===== src/rtl/fetch_stage.sv =====
// rtl/fetch_stage.sv - instruction fetch stage: request/wait/hold FSM with redirect discard
package fetch_pkg;
    typedef struct packed {
        logic [31:0] pc;
        logic [31:0] instr;
    } fetch_data_t;
endpackage

module fetch_stage #(
    parameter logic [31:0] RESET_PC = 32'hbfc0_0000
) (
    input  logic                   clk,
    input  logic                   reset,
    output logic                   ireq_valid,
    output logic [31:0]            ireq_addr,
    input  logic                   iresp_addr_ok,
    input  logic                   iresp_data_ok,
    input  logic [31:0]            iresp_data,
    input  logic                   stall,
    input  logic                   redirect_valid,
    input  logic [31:0]            redirect_pc,
    output fetch_pkg::fetch_data_t fetch_data_reg,
    output logic                   fetch_valid
);

    typedef enum logic [1:0] {S_REQ, S_WAIT, S_HOLD} state_t;

    state_t                 r_state;
    state_t                 w_state_nxt;
    logic [31:0]            r_pc;
    logic [31:0]            w_pc_nxt;
    // Address driven on the bus; frozen while a request is outstanding even if pc is redirected
    logic [31:0]            r_req_addr;
    logic [31:0]            w_req_addr_nxt;
    // Set when the in-flight response belongs to a stale pc and must be dropped
    logic                   r_discard;
    logic                   w_discard_nxt;
    logic                   w_latch;
    logic [31:0]            w_pc_inc;
    logic [31:0]            w_resume_pc;
    fetch_pkg::fetch_data_t r_fetch_data;

    assign w_pc_inc    = r_pc + 32'd4;
    assign w_resume_pc = redirect_valid ? redirect_pc : r_pc;

    // State register
    always_ff @(posedge clk or posedge reset) begin
        if (reset) begin
            r_state <= S_REQ;
        end else begin
            r_state <= w_state_nxt;
        end
    end

    // Next-state, datapath next values and bus/decode outputs
    always_comb begin
        w_state_nxt    = r_state;
        w_pc_nxt       = r_pc;
        w_req_addr_nxt = r_req_addr;
        w_discard_nxt  = r_discard;
        w_latch        = 1'b0;
        ireq_valid     = (r_state == S_REQ) && !reset;
        ireq_addr      = r_req_addr;
        fetch_valid    = (r_state == S_HOLD);
        fetch_data_reg = r_fetch_data;

        case (r_state)
            S_REQ: begin
                // Redirect retargets pc only; the bus address stays until accepted
                if (redirect_valid) begin
                    w_pc_nxt      = redirect_pc;
                    w_discard_nxt = 1'b1;
                end
                if (iresp_addr_ok) begin
                    w_state_nxt = S_WAIT;
                end
            end
            S_WAIT: begin
                if (iresp_data_ok) begin
                    if (r_discard || redirect_valid) begin
                        w_state_nxt    = S_REQ;
                        w_discard_nxt  = 1'b0;
                        w_pc_nxt       = w_resume_pc;
                        w_req_addr_nxt = w_resume_pc;
                    end else begin
                        w_latch     = 1'b1;
                        w_state_nxt = S_HOLD;
                    end
                end else if (redirect_valid) begin
                    w_pc_nxt      = redirect_pc;
                    w_discard_nxt = 1'b1;
                end
            end
            S_HOLD: begin
                // Redirect wins over stall and drops the held instruction
                if (redirect_valid) begin
                    w_pc_nxt       = redirect_pc;
                    w_req_addr_nxt = redirect_pc;
                    w_state_nxt    = S_REQ;
                end else if (!stall) begin
                    w_pc_nxt       = w_pc_inc;
                    w_req_addr_nxt = w_pc_inc;
                    w_state_nxt    = S_REQ;
                end
            end
            default: begin
                w_state_nxt = S_REQ;
            end
        endcase
    end

    // Datapath registers: pc, bus address, discard flag and the word handed to decode
    always_ff @(posedge clk or posedge reset) begin
        if (reset) begin
            r_pc         <= RESET_PC;
            r_req_addr   <= RESET_PC;
            r_discard    <= 1'b0;
            r_fetch_data <= '0;
        end else begin
            r_pc       <= w_pc_nxt;
            r_req_addr <= w_req_addr_nxt;
            r_discard  <= w_discard_nxt;
            if (w_latch) begin
                r_fetch_data <= {r_pc, iresp_data};
            end
        end
    end

endmodule


===== config.mk =====
export PLATFORM = sky130hd
export DESIGN_NAME = fetch_stage
export DESIGN_NICKNAME = d
export VERILOG_FILES = /design/src/rtl/fetch_stage.sv
export SDC_FILE = /design/constraint.sdc
export NUM_CORES = 1
export LEC_CHECK = 0
export ABC_AREA = 1
export CAP_MARGIN = 20
export CORE_MARGIN = 3
export CORE_UTILIZATION = 45
export DETAILED_ROUTE_END_ITERATION = 8
export GPL_TIMING_DRIVEN = 0
export HOLD_SLACK_MARGIN = 0.05
export PLACE_DENSITY = 0.75
export SLEW_MARGIN = 0
export SYNTH_ARGS = -nofsm -noshare
export SYNTH_HDL_FRONTEND = slang
export SYNTH_SLANG_ARGS = --single-unit

===== constraint.sdc =====
create_clock -name clk -period 5 [get_ports clk]
set_input_delay 1 -clock clk [delete_from_list [all_inputs] [get_ports clk]]
set_output_delay 1 -clock clk [all_outputs]
set_load 0.01 [all_outputs]

-- Yosys cells after proc, flatten, opt, wreduce, memory -nomap -nowiden
Index checks and enable logic that the tools add are counted.
- bits in registers: 131
- logic and storage cells: 46
- output and inout bits: 98
- add/sub/neg operators: 1
- reductions and logical operators: 11
- mux-type cells: 21
- equality and inequality tests: 7
- operators with widths (kind ; number):
    32-bit two-way mux ; 6
    32-bit case mux with 3 select lines ; 1
    32-bit case mux with 2 select lines ; 1
    32-bit by 3-bit adder with 32-bit output (second input constant) ; 1
    2-bit two-way mux ; 5
    1-bit two-way mux ; 6
    2-bit != test (second input constant) ; 3
    3-bit != test (second input constant) ; 2
    2-bit case mux with 3 select lines ; 1
    3-bit AND reduction ; 2
    4-bit AND reduction ; 1
    2-bit nonzero test ; 2
    3-bit nonzero test ; 1
    2-bit by 1-bit == test with 1-bit output (second input constant) ; 1
    2-bit == test (second input constant) ; 1
    2-bit logical NOT ; 1
    1-bit case mux with 2 select lines ; 1
    2-bit AND reduction ; 1
    1-bit logical AND ; 1
    1-bit logical NOT ; 1
    1-bit logical OR ; 1

-- Longest topological paths before layout
- depth after elaboration: 4
- mapped depth: 12
- mapped depth without buffers: 12

-- Worst setup path after synthesis
Ideal clock, no wire load.
- path kind: input to output
- start: input reset
- end: output ireq_valid
- cell stages on the path: 1
- arrival time: 1.259 ns
- path slack: 2.741 ns
- data required time: 4.000 ns
- path buffers: 0
- cell sequence: nor3_1
- word-level cells in the longest chain between the ends: 2
- ends and longest elaborated chain (what ; line ; source):
    start, declared ; 13 ; input logic reset,
    1-bit logical NOT (no line) ; - ;
    1-bit logical AND ; 62 ; ireq_valid = (r_state == S_REQ) && !reset;
    end, declared ; 14 ; output logic ireq_valid,
No other way between the ends.

-- Worst setup path after layout
Ends and elaborated chain as after synthesis.

==> metrics.txt <==
status=finished clean; Hold Path Cell Cnt=2; crit path cell chain=clkdlybuf4s50_1 > nor3_1 > clkdlybuf4s50_1; Yosys cell types=25; DR WL/cell=16.1 um; GRT Util Overall=between 20% and 30%; TNS Setup=0 ps; sequential area share after synthesis=52.7%; RR Endpoint=ireq_addr[16]; top cell family by delay on the critical path=buffers and inverters; CP most frequent cell=clkdlybuf4s50_1; worst-path maximum fanout=2; Worst Path Required=4000 ps; initial antenna violation count=0; ANT cells=0; Starting Density=46.6%; r2r worst-path depth=9; #FFs+latches synth=approximately 130; die height=124 um; via/cell ratio=approximately 5.2; r2r setup slk=3030 ps; final slew viol count=0; hold buffer count at CTS=0; post-detailed-route count of antenna-violating nets=0; worst IR drop on VDD=0.000297 V; WHS Endpoint=ireq_addr[27]; initial DRC count=460; Setup Viol. Count Final=0; PostCTS Resize Cnt=0; CTS Buf Count=17; final hold vios=0; CTS Buffer Depth=2; crit end category=primary output; TritonCTS clock tree=yes; Critical path origin=reset; Tmin final=3230 ps; FF-to-FF Start=r_pc[3]; H-tree Lvls=4; fin nets=approximately 1100; row cnt=42; dpl cell area=8190 um^2; max FFs per register=64; postcts setup bufs=0; HP Class=reg2reg; Worst-path clk slew=about 50 ps; Placer Congestion=1.01; CTS root buffer=clkbuf_16; Synth Instances=819; worst slack, placed=approximately 1800 ps; RSZ-0062 raised after global routing=false; IO buf count=167; crit path DAT=2230 ps; clk_lat worst skew=420 ps; Final period util=64.5%; Pwr per Cell Area=approximately 590 nW/um^2; synth warn=0; io pins=around 170; Worst Setup Start Kind=input pin; hold_ws=464 ps; first-pass GRT wire length=a little over 30000 um; Max Cap Violations=0; largest net degree at the start of global routing=99; Clock Sinks=roughly 130; Syn Nets=just under 900; vias after detailed routing=6181; Slew @ Worst Pin=573 ps; worst hold start=ireq_addr[27]; Worst Path Buf+Inv=2; critical path type=in2out; total gr overflow=0; Syn-to-layout area delta=41.1%; Slowest Stage Delay on Critical Path=580 ps; Pleak=4.18 nW; Util after Layout=65.7%; FMAX=~310 MHz; clk_skew=6.34 ps; DRC errors left=0; Max stage delay cell, worst path=clkdlybuf4s50_1; drt first pass iters=5; Synth Cell Area=6270 um^2; CORE AREA=roughly 13000 um^2; DPL Wire Length=approximately 14000 um; die area=15400 um^2; Slew HR=61.8%; post-route cell area=8840 um^2; fraction of layout cells with a size suffix above 1=approximately a tenth; routed wire length=19300 um; vias in the first global route=6022; final worst setup slack=roughly 1800 ps; Die Wd=124 um; Syn Area/Cell=7.65 um^2
-- Yosys cell counts --
cell type    n  area share [%]
o21ai_0     55             4.4
nor3_1       7            0.56
a31oi_1      1            0.10
clkinv_1     2            0.12
nand3_1     71             5.7
clkbuf_1    12            0.72
nor2_1      50             3.0
o211ai_1     7            0.84
and2_1       2            0.20
inv_1       44             2.6
dfrtp_1    113              45
nand3_2      3            0.48
inv_4        1            0.10
buf_2       17             1.4
nor2_2       6            0.60
nand2_1    360              22
inv_2        3            0.18
ha_1         1            0.20
a21oi_1      6            0.48
buf_6        4            0.72
nand4_1      4            0.40
o21ai_1     15             1.2
dfstp_2     18             7.5
or2_2       14             1.4
xor2_1       3            0.42
-- per-layer routing --
metal / part of all wire [%] / GRT usage (%) / vias up
li1: - / - / 2984
met2: 46 / 41.7 / 288
met1: 42 / 32.6 / 2877
met5: 0 / 0 / -
met4: 2.3 / 9.31 / 0
met3: 9.4 / 6.58 / 32
-- final cells by class --
type / instances / area (um^2)
clock inverter: 13 / 209
timing repair buffer: 168 / 1700
tap: 176 / 220
clock buffer: 18 / 439
inverter: 50 / 195
fill: 1161 / 4610
buffer: 33 / 175
multi-input combinational: 605 / 2600
sequential: 131 / 3300
-- tightest hold or removal path: stages, from the launching register on --
cell     delay [ps]
dfstp_2         360
nand2_1          50
nand2_1          50
-- where the power goes --
group	switching, W	total (W)	internal, W
Clock	0.000472	0.00137	0.000895
Sequential	0.000311	0.00186	0.00155
Combinational	0.000967	0.00197	0.00100
-- stage by stage --
step | std cells | power (W)
6_report | 1194 | 0.00520
4_1_cts | 1194 | 0.00523
5_1_grt | 1194 | 0.00551
3_3_place_gp | 1162 | 0.00379
3_5_place_dp | 1163 | 0.00384
2_1_floorplan | 819 | 0.00271
-- worst max-delay path by stage --
stage	to	slack, ps	cells after the start
2_1_floorplan	fetch_data_reg[0]	530	1
3_3_place_gp	fetch_data_reg[58]	-1440	2
3_5_place_dp	ireq_valid	1770	3
4_1_cts	ireq_valid	1770	3
5_1_grt	ireq_valid	1750	3
6_report	ireq_valid	1770	3
-- kinds of logic (layout without fill, tap and decap cells) --
family / Yosys count / in the layout / synth area share, %
adders and majority gates: 1 / 1 / 0.200
AOI/OAI and AO/OA: 84 / 84 / 7.01
xor gates and xnor gates: 3 / 3 / 0.419
DFF: 131 / 131 / 52.7
buffers and inverters: 83 / 282 / 5.83
and+or+nand+nor: 517 / 517 / 33.9
-- placed cells by master, fill, tap and decap left out, drive strengths merged --
cell type      synthesis  routed
xor2                   3       3
clkinv                 2       7
nand3                 74      74
a21oi                  6       6
clkdlybuf4s50          0     167
clkinvlp               0       3
nand2                360     360
nor2                  56      56
dfrtp                113     113
nand4                  4       4
inv                   48      48
ha                     1       1
buf                   21      22
dfstp                 18      18
bufinv                 0       5
or2                   14      14
nor3                   7       7
clkbuf                12      30
o21ai                 70      70
and2                   2       2
o211ai                 7       7
a31oi                  1       1
Note: power is estimated with default switching activity, not from simulation.
